`config.mk`:
```
export PLATFORM = sky130hd
export DESIGN_NAME = multicycle_control_fsm
export DESIGN_NICKNAME = d
export VERILOG_FILES = /design/src/rtl/legv8_ctrl_pkg.sv /design/src/rtl/instr_class_decoder.sv /design/src/rtl/multicycle_control_fsm.sv
export SDC_FILE = /design/constraint.sdc
export NUM_CORES = 1
export LEC_CHECK = 0
export BUFFER_PORTS_ARGS = -buffer_cell sky130_fd_sc_hd__buf_2
export CAP_MARGIN = 20
export CORE_MARGIN = 5
export CORE_UTILIZATION = 56
export CTS_CLUSTER_SIZE = 8
export DETAILED_ROUTE_END_ITERATION = 8
export PLACE_DENSITY = 0.85
export SLEW_MARGIN = 15
export SYNTH_ARGS = -nofsm -noshare
export SYNTH_HDL_FRONTEND = slang
export SYNTH_HIERARCHICAL = 1
export SYNTH_SLANG_ARGS = --single-unit
```
`constraint.sdc`:
```
create_clock -name clk -period 3 [get_ports clk]
set_input_delay 0.3 -clock clk [delete_from_list [all_inputs] [get_ports clk]]
set_output_delay 0.3 -clock clk [all_outputs]
set_load 0.01 [all_outputs]
```
`src/rtl/legv8_ctrl_pkg.sv`:
```
// Shared types and constants for the LEGv8 control path: FSM states,
// instruction classes, opcode match table and ALUOp codes.
package legv8_ctrl_pkg;

    localparam int OPC_W    = 11;
    localparam int NUM_PAT  = 5;

    typedef enum logic [2:0] {
        S_FETCH  = 3'd0,
        S_DECODE = 3'd1,
        S_EXEC   = 3'd2,
        S_MEM    = 3'd3,
        S_WB     = 3'd4,
        S_HALT   = 3'd5
    } state_t;

    typedef enum logic [2:0] {
        CLS_NONE = 3'd0,
        CLS_LDUR = 3'd1,
        CLS_STUR = 3'd2,
        CLS_CBZ  = 3'd3,
        CLS_B    = 3'd4,
        CLS_R    = 3'd5
    } class_t;

    localparam logic [1:0] ALU_ADD   = 2'b00;
    localparam logic [1:0] ALU_PASSB = 2'b01;
    localparam logic [1:0] ALU_RTYPE = 2'b10;

    // Match table in priority order: a lower index wins when several match.
    // A pattern hits when (opcode & mask) == value.
    localparam logic [OPC_W-1:0] OPC_VAL [NUM_PAT] = '{
        11'b11111000010,    // LDUR
        11'b11111000000,    // STUR
        11'b10110100000,    // CBZ  10110100xxx
        11'b00010100000,    // B    000101xxxxx
        11'b10001010000     // R    1xx0101x000
    };

    localparam logic [OPC_W-1:0] OPC_MASK [NUM_PAT] = '{
        11'b11111111111,
        11'b11111111111,
        11'b11111111000,
        11'b11111100000,
        11'b10011110111
    };

    localparam class_t OPC_CLASS [NUM_PAT] = '{
        CLS_LDUR, CLS_STUR, CLS_CBZ, CLS_B, CLS_R
    };

    function automatic logic opcode_match(input logic [OPC_W-1:0] opcode,
                                          input logic [OPC_W-1:0] value,
                                          input logic [OPC_W-1:0] mask);
        return (opcode & mask) == value;
    endfunction

endpackage

```
`src/rtl/instr_class_decoder.sv`:
```
// Combinational opcode-to-class decoder; unmatched opcodes give CLS_NONE.
// Shared by the single-cycle and multi-cycle control paths.
module instr_class_decoder
    import legv8_ctrl_pkg::*;
(
    input  logic [OPC_W-1:0] opcode,
    output class_t           instr_class
);

    logic [NUM_PAT-1:0] hit;

    genvar gi;
    generate
        for (gi = 0; gi < NUM_PAT; gi++) begin : g_match
            assign hit[gi] = opcode_match(opcode, OPC_VAL[gi], OPC_MASK[gi]);
        end
    endgenerate

    // Walk from lowest priority upward so the first table entry has the last word.
    always_comb begin
        instr_class = CLS_NONE;
        for (int i = NUM_PAT - 1; i >= 0; i--) begin
            if (hit[i]) begin
                instr_class = OPC_CLASS[i];
            end
        end
    end

endmodule

```
`src/rtl/multicycle_control_fsm.sv`:
```
// Multi-cycle LEGv8 sequencer: FETCH/DECODE/EXEC/MEM/WB with a memory-ready
// handshake, a sticky illegal-opcode halt and a retired-instruction counter.
module multicycle_control_fsm
    import legv8_ctrl_pkg::*;
#(
    parameter int CNT_W   = 32,
    parameter int ALUOP_W = 2
) (
    input  logic               clk,
    input  logic               reset,
    input  logic [OPC_W-1:0]   opcode,
    input  logic               zero,
    input  logic               mem_ready,
    output logic               pc_write,
    output logic               pc_src,
    output logic               ir_write,
    output logic               reg2loc,
    output logic               alusrc,
    output logic               memtoreg,
    output logic               reg_write,
    output logic               mem_read,
    output logic               mem_write,
    output logic [ALUOP_W-1:0] alu_op,
    output logic               instr_fault,
    output logic [CNT_W-1:0]   retired,
    output logic [2:0]         state
);

    state_t           state_reg, state_next;
    class_t           class_reg, class_next;
    class_t           dec_class;
    logic             fault_reg, fault_next;
    logic [CNT_W-1:0] retired_reg;
    logic             retire;
    logic [1:0]       alu_code;

    instr_class_decoder u_decoder (
        .opcode      (opcode),
        .instr_class (dec_class)
    );

    always_ff @(posedge clk or posedge reset) begin
        if (reset) begin
            state_reg   <= S_FETCH;
            class_reg   <= CLS_NONE;
            fault_reg   <= 1'b0;
            retired_reg <= '0;
        end else begin
            state_reg <= state_next;
            class_reg <= class_next;
            fault_reg <= fault_next;
            if (retire) begin
                retired_reg <= retired_reg + 1'b1;
            end
        end
    end

    always_comb begin
        state_next = state_reg;
        class_next = class_reg;
        fault_next = fault_reg;
        retire     = 1'b0;
        pc_write   = 1'b0;
        pc_src     = 1'b0;
        ir_write   = 1'b0;
        reg2loc    = 1'b0;
        alusrc     = 1'b0;
        memtoreg   = 1'b0;
        reg_write  = 1'b0;
        mem_read   = 1'b0;
        mem_write  = 1'b0;
        alu_code   = ALU_ADD;

        case (state_reg)
            S_FETCH: begin
                mem_read = 1'b1;
                if (mem_ready) begin
                    ir_write   = 1'b1;
                    pc_write   = 1'b1;
                    state_next = S_DECODE;
                end
            end

            // Only state that looks at the opcode; B finishes here.
            S_DECODE: begin
                class_next = dec_class;
                case (dec_class)
                    CLS_B: begin
                        pc_write   = 1'b1;
                        pc_src     = 1'b1;
                        retire     = 1'b1;
                        state_next = S_FETCH;
                    end
                    CLS_NONE: begin
                        fault_next = 1'b1;
                        state_next = S_HALT;
                    end
                    default: state_next = S_EXEC;
                endcase
            end

            S_EXEC: begin
                case (class_reg)
                    CLS_LDUR: begin
                        alusrc     = 1'b1;
                        state_next = S_MEM;
                    end
                    CLS_STUR: begin
                        alusrc     = 1'b1;
                        reg2loc    = 1'b1;
                        state_next = S_MEM;
                    end
                    CLS_R: begin
                        alu_code   = ALU_RTYPE;
                        state_next = S_WB;
                    end
                    CLS_CBZ: begin
                        reg2loc    = 1'b1;
                        alu_code   = ALU_PASSB;
                        pc_src     = 1'b1;
                        pc_write   = zero;
                        retire     = 1'b1;
                        state_next = S_FETCH;
                    end
                    default: begin
                        fault_next = 1'b1;
                        state_next = S_HALT;
                    end
                endcase
            end

            // Address path stays stable for the whole memory wait.
            S_MEM: begin
                alusrc = 1'b1;
                case (class_reg)
                    CLS_LDUR: begin
                        mem_read = 1'b1;
                        if (mem_ready) begin
                            state_next = S_WB;
                        end
                    end
                    CLS_STUR: begin
                        reg2loc   = 1'b1;
                        mem_write = 1'b1;
                        if (mem_ready) begin
                            retire     = 1'b1;
                            state_next = S_FETCH;
                        end
                    end
                    default: begin
                        fault_next = 1'b1;
                        state_next = S_HALT;
                    end
                endcase
            end

            S_WB: begin
                reg_write  = 1'b1;
                memtoreg   = (class_reg == CLS_LDUR);
                alu_code   = (class_reg == CLS_R) ? ALU_RTYPE : ALU_ADD;
                retire     = 1'b1;
                state_next = S_FETCH;
            end

            S_HALT: begin
                state_next = S_HALT;
            end

            default: state_next = S_FETCH;
        endcase
    end

    assign alu_op      = ALUOP_W'(alu_code);
    assign instr_fault = fault_reg;
    assign retired     = retired_reg;
    assign state       = state_reg;

endmodule
```
; ---- Word-level counts from Yosys, hierarchy flattened
; Cells that the tools add are included.
; W data, S select, Z words.
[totals]
regBits = 39
elab_cells = 72
input_bits = 15
out_inout_bits = 47
[classes]
reduce_logical = 8
n_eq_ne = 21
n_mux = 38
add_sub_neg = 1
[op_table]
columns = op, count
row1 = $add A32 B1 Y32 const B, 1
row2 = $mux W3, 8
row3 = $eq A11 B11 Y1 const B, 2
row4 = $eq A8 B8 Y1 const B, 2
row5 = $mux W1, 16
row6 = $pmux W3 S5, 1
row7 = $eq A3 B2 Y1 const B, 4
row8 = $eq A3 B3 Y1 const B, 4
row9 = $pmux W3 S2, 2
row10 = $pmux W3 S3, 1
row11 = $ne A2 B2 Y1 const B, 4
row12 = $pmux W1 S2, 4
row13 = $pmux W2 S2, 2
row14 = $eq A3 B1 Y1 const B, 2
row15 = $eq A6 B3 Y1 const B, 1
row16 = $logic_not A3 Y1, 2
row17 = $ne A3 B3 Y1 const B, 2
row18 = $pmux W1 S3, 2
row19 = $pmux W1 S4, 1
row20 = $reduce_and A4 Y1, 1
row21 = $reduce_or A2 Y1, 2
row22 = $reduce_or A4 Y1, 1
row23 = $reduce_and A3 Y1, 1
row24 = $reduce_bool A3 Y1, 1
row25 = $mux W2, 1

; ---- Depth between registers and ports, before layout
; Gate-level depths: netlist of run 1.
[logic_depth]
ltp_word = 9
mapped_depth = 9
ltp_nobuf = 8

; ---- Modules after synthesis
; Netlist of run 1, hierarchy kept.
[by_module_without_submodules]
columns = module, area_each_um2, seq_area_each_um2, instances, cells_per_inst
row1 = multicycle_control_fsm, 2122.0, 975.9, 1, 209
row2 = instr_class_decoder, 87.6, 0.0, 1, 14

; ---- Least setup slack after synthesis of run 1
; No wires, ideal clock.
[synth_path]
path_type = in2reg
startpoint = in opcode[0]
endpoint = reg retired_reg[19], in the netlist retired[19]
path_buffers = 1
setup_slack_ns = 0.732
cell_stages = 9
setup_time_ns = 0.079
required_time_ns = 2.921
t_arrival_ns = 2.189
path_cell_list = nor4b_2 -> nand2_1 -> o21ai_0 -> nor3b_1 -> a2bb2o_4 -> o2111ai_4 -> buf_6 -> nor4_4 -> xor2_1
[synth_via]
elab_chain_len = 9
word_cells_on_any_way = 11
classes_between = eq/ne: 4 / mux: 7
[synth_lines]
columns = element, line
row1 = "start, declared", multicycle_control_fsm.sv:11  ; input logic [OPC_W-1:0] opcode,
row2 = $eq A8 B8 Y1, legv8_ctrl_pkg.sv:55  ; return (opcode & mask) == value;
row3 = $mux W3 (4 in series), instr_class_decoder.sv:23  ; if (hit[i]) begin
row4 = $mux W3 *, instr_class_decoder.sv:23
row5 = named net dec_class[2], multicycle_control_fsm.sv:31  ; class_t dec_class;
row6 = $eq A3 B3 Y1 *, multicycle_control_fsm.sv:87  ; case (dec_class)
row7 = $mux W1 *, multicycle_control_fsm.sv:87
row8 = $pmux W1 S4 *, multicycle_control_fsm.sv:74  ; case (state_reg)
row9 = "end signal, assigned", multicycle_control_fsm.sv:53  ; retired_reg <= retired_reg + 1'b1;
row10 = "end, declared", multicycle_control_fsm.sv:33  ; logic [CNT_W-1:0] retired_reg;
; Mark *: on every way through the listed nets, which the timed path passes. The rest lies on a longest branch.
; A chain may end at the register's enable or synchronous reset.

; ---- Worst setup path in the final report of run 1
[layout_path]
startpoint = in opcode[0]
endpoint = reg retired_reg[25], in the netlist retired[25]
; Same word-level chain as after synthesis.

==> results of run 1 <==
-- routing by layer --
metal | routed length (um) | track usage (%)
met1 | 2062 | 25.49
met2 | 2329 | 29.26
met3 | 287 | 4.683
met4 | 82 | 8.402
met5 | 0 | 0
-- stage by stage --
stage	setup slack [ps]	hold slack, ps
3_5_place_dp	326.5	461.7
6_report	630.7	190.3
4_1_cts	622.8	218.0
5_1_grt	426.9	281.8
3_3_place_gp	433.5	458.5
2_1_floorplan	731.7	448.3
-- worst max-delay path, cell delays in order --
cell and delay [ps]:
buf_2 100, nor4b_2 340, nand2_1 110, o21ai_0 270, nor3b_1 330, a2bb2o_4 220, o2111ai_4 290, nor4_1 430
xor2_1 180
-- kinds of logic after synthesis --
group                      count (synthesis)  synth area share (%)
AOI/OAI and AO/OA                         26                 9.117
xor gates and xnor gates                  33                 13.08
adders and majority gates                  1                0.5662
buffers and inverters                     15                 3.681
DFF                                       39                 44.17
muxes                                      4                 2.038
and+or+nand+nor                          105                 27.35
-- where the power goes --
group	internal [mW]	switching [mW]
Clock	0.210	0.168
Sequential	0.575	0.0804
Combinational	0.166	0.201
-- worst min-delay path by stage --
stage                      startpoint           to  cells after the start
final                           reset  retired[26]                      2
after CTS                       reset     state[0]                      2
after detailed placement  retired[31]  retired[31]                      1
after global routing            reset  retired[26]                      2
after global placement    retired[31]  retired[31]                      1
after floorplan             mem_ready     state[2]                      2
-- layout by cell type (no fill, tap or decap), types with 2 or more instances in the layout --
cell type,n
inv_1,8
nand3_1,16
mux2_2,4
o21ai_0,3
nand2_1,15
xnor2_1,9
nor4_1,5
a21oi_1,9
nand2b_1,4
nor2_1,26
nor3_1,10
or2_2,2
and3_1,2
nor3_2,2
a31oi_1,2
nand4_1,2
nor4b_2,2
nor3b_1,3
dfrtp_1,39
a221o_1,2
clkbuf_8,7
buf_2,61
and2_2,2
xor2_1,24
nor4_2,2
nor4b_1,2
buf_4,2
-- layout make-up --
cell class	count	area share [%]
Clock buffer	8	3.793
Tap cell	48	2.276
Multi-Input combinational cell	169	43.67
Timing Repair Buffer	63	12.14
Inverter	8	1.138
Sequential cell	39	36.98
==> results.toml, run 1 <==
[run]
drv_cap = 0

[yosys]
syn-num-nets = 239
synth_top_area_share_pct = 44.17
async_reset_ff_share_pct = 100.0
yosysSeqAreaShare_pct = 44.17
synth_cell_types = 48
synth.most_common_cell = "dfrtp_1"
syn_inst = 223
syn_area_per_cell_um2 = 9.909
netlist.top_cell.by_area = "dfrtp_1"
synth_edf_count = 0
synth_area_um2 = 2210
ys_top_cells_by_area = "dfrtp_1 44%, xor2_1 9.5%, nor2_1 4.4%"
synth_ff_type = "dfrtp_1"
ys_ff_latch = 39
yosys_warnings = 6
ys_top_cells_by_count = "39 x dfrtp_1, 26 x nor2_1, 24 x xor2_1"

[critical_path]
cp_max_fo = 14
crit_start = "opcode[0]"
r2r_cells = 5
r2r_slack_ps = 800
r2r_start = "state[2]"
crit_path_end = "retired[25]"
endpoint_kind = "register"
worstSetupPathType = "primary input to register"
crit_path_start_kind = "primary input"
arrival_ps = 2580
worst_ep_required_time_ps = 3210
reg2reg_to = "retired[25]"

[pwr]
p_leak_nw = 1.337
fin_total_pwr_mw = 1.400
vdd_drop_max_mv = 0.4727
p_per_area_nw_per_um2 = 530.5

[timing]
rsz0062_at_grt = "no"
fmax_ghz = 0.4221
hold_violations = 0
maxSlewViolCount = 0
tns_ps = 0
tightest_slew_ps = 889.4
fin_skew_ps = 3.756
final.min_clock_period_ps = 2369
period_share_pct = 78.98
slew_headroom_pct = 40.64
finalSetupViolCount = 0

[clock_network]
clk_pin_slew_worst_paths_ps = 70
cts_resized = 0
clockBufferDepth = 2
numCtsBuffers = 5
cts_setup_buffers = 0
clkLatencyLatePin_ps = 290
cts_hold_buffers = 0
root_buffer = "clkbuf_8"
cts_tree = "done"
clkSinkCount = 39
cts-htree-levels = 2

[route]
wl_mm = 4.761
ant_nets = 0
drtIter0Drc = 144
vias_per_cell = 5.534
vias = 1854
drt-pass1-iter-count = 4
drc = 0
wl_per_cell_um = 14.21

[final_layout]
nFillCells = 302
regArea_um2 = 975.9
fin_cells = 335
largest_register_ffs = 32
multi_input_area_um2 = 1152
final_area_um2 = 2639
final_nets = 302
post_route_cells_drive_above_1_share_pct = 31.36
antennaDiodeCount = 0
fin_util_pct = 70.49
syn_to_final_growth_pct = 19.42

[grt]
grt.total_usage_pct = 19.04
first_global_vias = 1712
grt_max_degree = 25
grt.overflow.total = 0
antenna_found_initial = 0
grt_pass1_wl_mm = 7.838

[die]
die-area_um2 = 5302
placementRows = 22
initial_core_util_pct = 59.02
die-width_um = 72.82
ios = 62
die_h_um = 72.82
coreArea_um2 = 3744

[placed_design]
dp_cells = 327
dp_hpwl_mm = 3.539
io_buffers = 61
gp_congestion = 0.8164
placed_cell_area_um2 = 2539

[hold_path]
hold_class = "primary input to asynchronous set/reset pin"

[outcome]
outcome = "finished clean"
(Power assumes the default switching activity.)
==> run 2: changes to the inputs <==
--- a/config.mk
+++ b/config.mk
@@ -5,13 +5,14 @@
 export SDC_FILE = /design/constraint.sdc
 export NUM_CORES = 1
 export LEC_CHECK = 0
+export ABC_AREA = 1
 export BUFFER_PORTS_ARGS = -buffer_cell sky130_fd_sc_hd__buf_2
 export CAP_MARGIN = 20
 export CORE_MARGIN = 5
-export CORE_UTILIZATION = 56
+export CORE_UTILIZATION = 49
 export CTS_CLUSTER_SIZE = 8
 export DETAILED_ROUTE_END_ITERATION = 8
-export PLACE_DENSITY = 0.85
+export PLACE_DENSITY = 0.76
 export SLEW_MARGIN = 15
 export SYNTH_ARGS = -nofsm -noshare
 export SYNTH_HDL_FRONTEND = slang
==> constraint.sdc (replaced) <==
create_clock -name clk -period 1.94 [get_ports clk]
set_input_delay 0.194 -clock clk [delete_from_list [all_inputs] [get_ports clk]]
set_output_delay 0.194 -clock clk [all_outputs]
set_load 0.01 [all_outputs]
==> run 2 against run 1 <==
Via count is 59% higher. Clock power is 41% higher. Worst hold slack worse by 170 ps. Sequential share of layout area is 6.8 points lower. Clock-buffer cell count is 1 lower. Global-route usage is 2.0 points higher. Wire length is 51% higher. Register-to-register slack worse by 530 ps. Cell count is 74% higher. Combinational power is 130% higher. Non-clock buffer count is 2 higher. Critical path depth is 4 lower. Critical path type is now register to primary output. Largest power group unchanged.
==> results.toml, run 2 <==
[clock_network]
cts-htree-levels = 2
cts_tree = "done"
root_buffer = "clkbuf_8"
clk_pin_slew_worst_paths_ps = 70
cts_resized = 0
numCtsBuffers = 5
clockBufferDepth = 2
clkSinkCount = 39
clkLatencyLatePin_ps = 290
cts_hold_buffers = 0
cts_setup_buffers = 0

[final_layout]
final_nets = 527
final_cell_mix = "196 x nand2_1, 77 x nor2_1, 61 x buf_2"
syn_to_final_growth_pct = 16.98
final_common_cell = "nand2_1"
final_area_um2 = 3232
antennaDiodeCount = 0
post_route_cells_drive_above_1_share_pct = 16.99
largest_register_ffs = 32

[grt]
grt.overflow.total = 0
grt_pass1_wl_mm = 12.51
grt.total_usage_pct = 21.01
grt_max_degree = 40
first_global_vias = 2834
antenna_found_initial = 0

[route]
drt-pass1-iter-count = 4
wl_per_cell_um = 12.29
vias_per_cell = 5.058
drc = 0
drtIter0Drc = 175
ant_nets = 0
wl_mm = 7.177
vias = 2954

[critical_path]
arrival_ps = 1530
endpoint_kind = "primary output"
crit_start = "state[1]"
cpPeakStageDelay_ps = 470
crit_path_start_kind = "register"
crit_slowest_cell = "dfrtp_1"
worstSetupPathType = "register to primary output"
cp_top_family = "flip-flops"
reg2reg_to = "retired[18]"
cp_max_fo = 6
path_cells = "nand3b_4 > nor2_1 > a21oi_1 > o21ai_0 > buf_2"
r2r_slack_ps = 270
r2r_start = "retired[0]"
r2r_cells = 11
worst_ep_required_time_ps = 1750
critPathBufInv = 1

[timing]
slew_headroom_pct = 65.99
period_share_pct = 88.65
tightest_slew_ps = 510.1
tns_ps = 0
final.min_clock_period_ps = 1720
hold_violations = 0
rsz0062_at_grt = "no"
maxSlewViolCount = 0
fin_skew_ps = 2.908
finalSetupViolCount = 0
fmax_ghz = 0.5814

[hold_path]
hold_class = "primary input to asynchronous set/reset pin"

[yosys]
synth_edf_count = 0
netlist.top_cell.by_area = "dfrtp_1"
yosys_warnings = 6
syn_inst = 446
synthAdderAreaFrac_pct = 0.4529
yosys.area_share.simple_pct = 49.23
synth_compound_area_share_pct = 5.344
ys_ff_latch = 39
ys_top_cells_by_count = "196 x nand2_1, 77 x nor2_1, 43 x inv_1"
async_reset_ff_share_pct = 100.0
synth_area_um2 = 2763
synth_cell_types = 24
synth_ff_type = "dfrtp_1"
synth.area.mux_share_pct = 0
syn-num-nets = 462
synth_top_family_by_area = "simple AND/OR/NAND/NOR gates"
syn_area_per_cell_um2 = 6.194
synth.most_common_cell = "nand2_1"
synth_top_area_share_pct = 35.33
yosysSeqAreaShare_pct = 35.33
synth_xor_xnor_area_share_pct = 1.585
ys_top_cells_by_area = "dfrtp_1 35%, nand2_1 27%, nor2_1 10%"

[pwr]
power.internal_mw = 1.418
switchingPower_uw = 940.6
p_comb_share_pct = 35.2
switching_share_pct = 39.89
vdd_drop_max_mv = 0.5796
p_leak_nw = 1.700
power.share.clock_pct = 22.6
seq_power_share_pct = 42.2
p_per_area_nw_per_um2 = 729.7

[placed_design]
dp_hpwl_mm = 5.651
io_buffers = 61
gp_congestion = 0.9324
placed_cell_area_um2 = 3151

[die]
placementRows = 27
die_h_um = 85.09
die-area_um2 = 7239
coreArea_um2 = 5507
die-width_um = 85.09
ios = 62
initial_core_util_pct = 50.17

[outcome]
outcome = "finished clean"

[run]
drv_cap = 0
## run 2: cell count changes after synthesis, moves of 5 or more
cell      delta
nor3_1       -7
xnor2_1      -9
nand3b_1     +9
nand2_1    +181
inv_1       +35
nor2_1      +51
nor4_1       -5
a21oi_1      -7
o21ai_0     +20
xor2_1      -19
## run 2: area by class of cell
| cell class | instances | area (um2) |
|---|---|---|
| Clock buffer | 7 | 76.32 |
| Clock inverter | 1 | 5.005 |
| Fill cell | 559 | 2275 |
| Inverter | 46 | 172.7 |
| Multi-Input combinational cell | 354 | 1564 |
| Sequential cell | 39 | 975.9 |
| Tap cell | 72 | 90.09 |
| Timing Repair Buffer | 65 | 347.8 |
## run 2: kinds of logic (layout without fill, tap and decap cells)
kind of cell / Yosys count / count (layout)
xor gates and xnor gates: 5 / 5
AOI/OAI and AO/OA: 28 / 28
adders and majority gates: 1 / 1
and+or+nand+nor: 320 / 320
buffers and inverters: 53 / 119
DFF: 39 / 39
## run 2: power by group through the flow
stage / Sequential (mW) / Combinational (mW) / Clock [mW]
2_1_floorplan: 1.03 / 0.572 / 0
3_3_place_gp: 1.01 / 0.821 / 0
3_5_place_dp: 1.01 / 0.834 / 0
4_1_cts: 0.996 / 0.837 / 0.564
5_1_grt: 1.02 / 0.926 / 0.599
6_report: 0.995 / 0.830 / 0.533
## run 2: worst max path at each step
stage                     slack [ps]  depth (start not counted)     endpoint
after detailed placement         140                         14  retired[20]
after global routing               4                         11  retired[18]
after global placement           280                         14  retired[22]
final                            220                          5     pc_write
after CTS                        210                          5     pc_write
after floorplan                  400                         10  retired[30]
## run 2: per-stage QoR
stage | instances | setup slack [ps] | utilization, % | power, mW | hold WS (ps)
final | 584 | 220.1 | 58.69 | 2.358 | 17.24
after global routing | 584 | 3.577 | 58.69 | 2.541 | 64.06
after CTS | 584 | 209.6 | 58.69 | 2.396 | 35.56
after detailed placement | 576 | 135.6 | 57.21 | 1.846 | 353.2
after global placement | 576 | 275.3 | 57.21 | 1.829 | 339.9
after floorplan | 446 | 402.7 | - | 1.598 | 349.4
## run 2: routing by layer
metal  track usage (%)  wire (um)  up-vias
met4             9.353        212        0
li1                  -          -     1510
met5                 0          0        -
met2             33.40       3206       86
met3             3.786        382       20
met1             27.80       3374     1338
## run 2: worst min-delay path, cell delays in order
cell   delay (ps)
buf_2          90
inv_1          40
buf_4         430
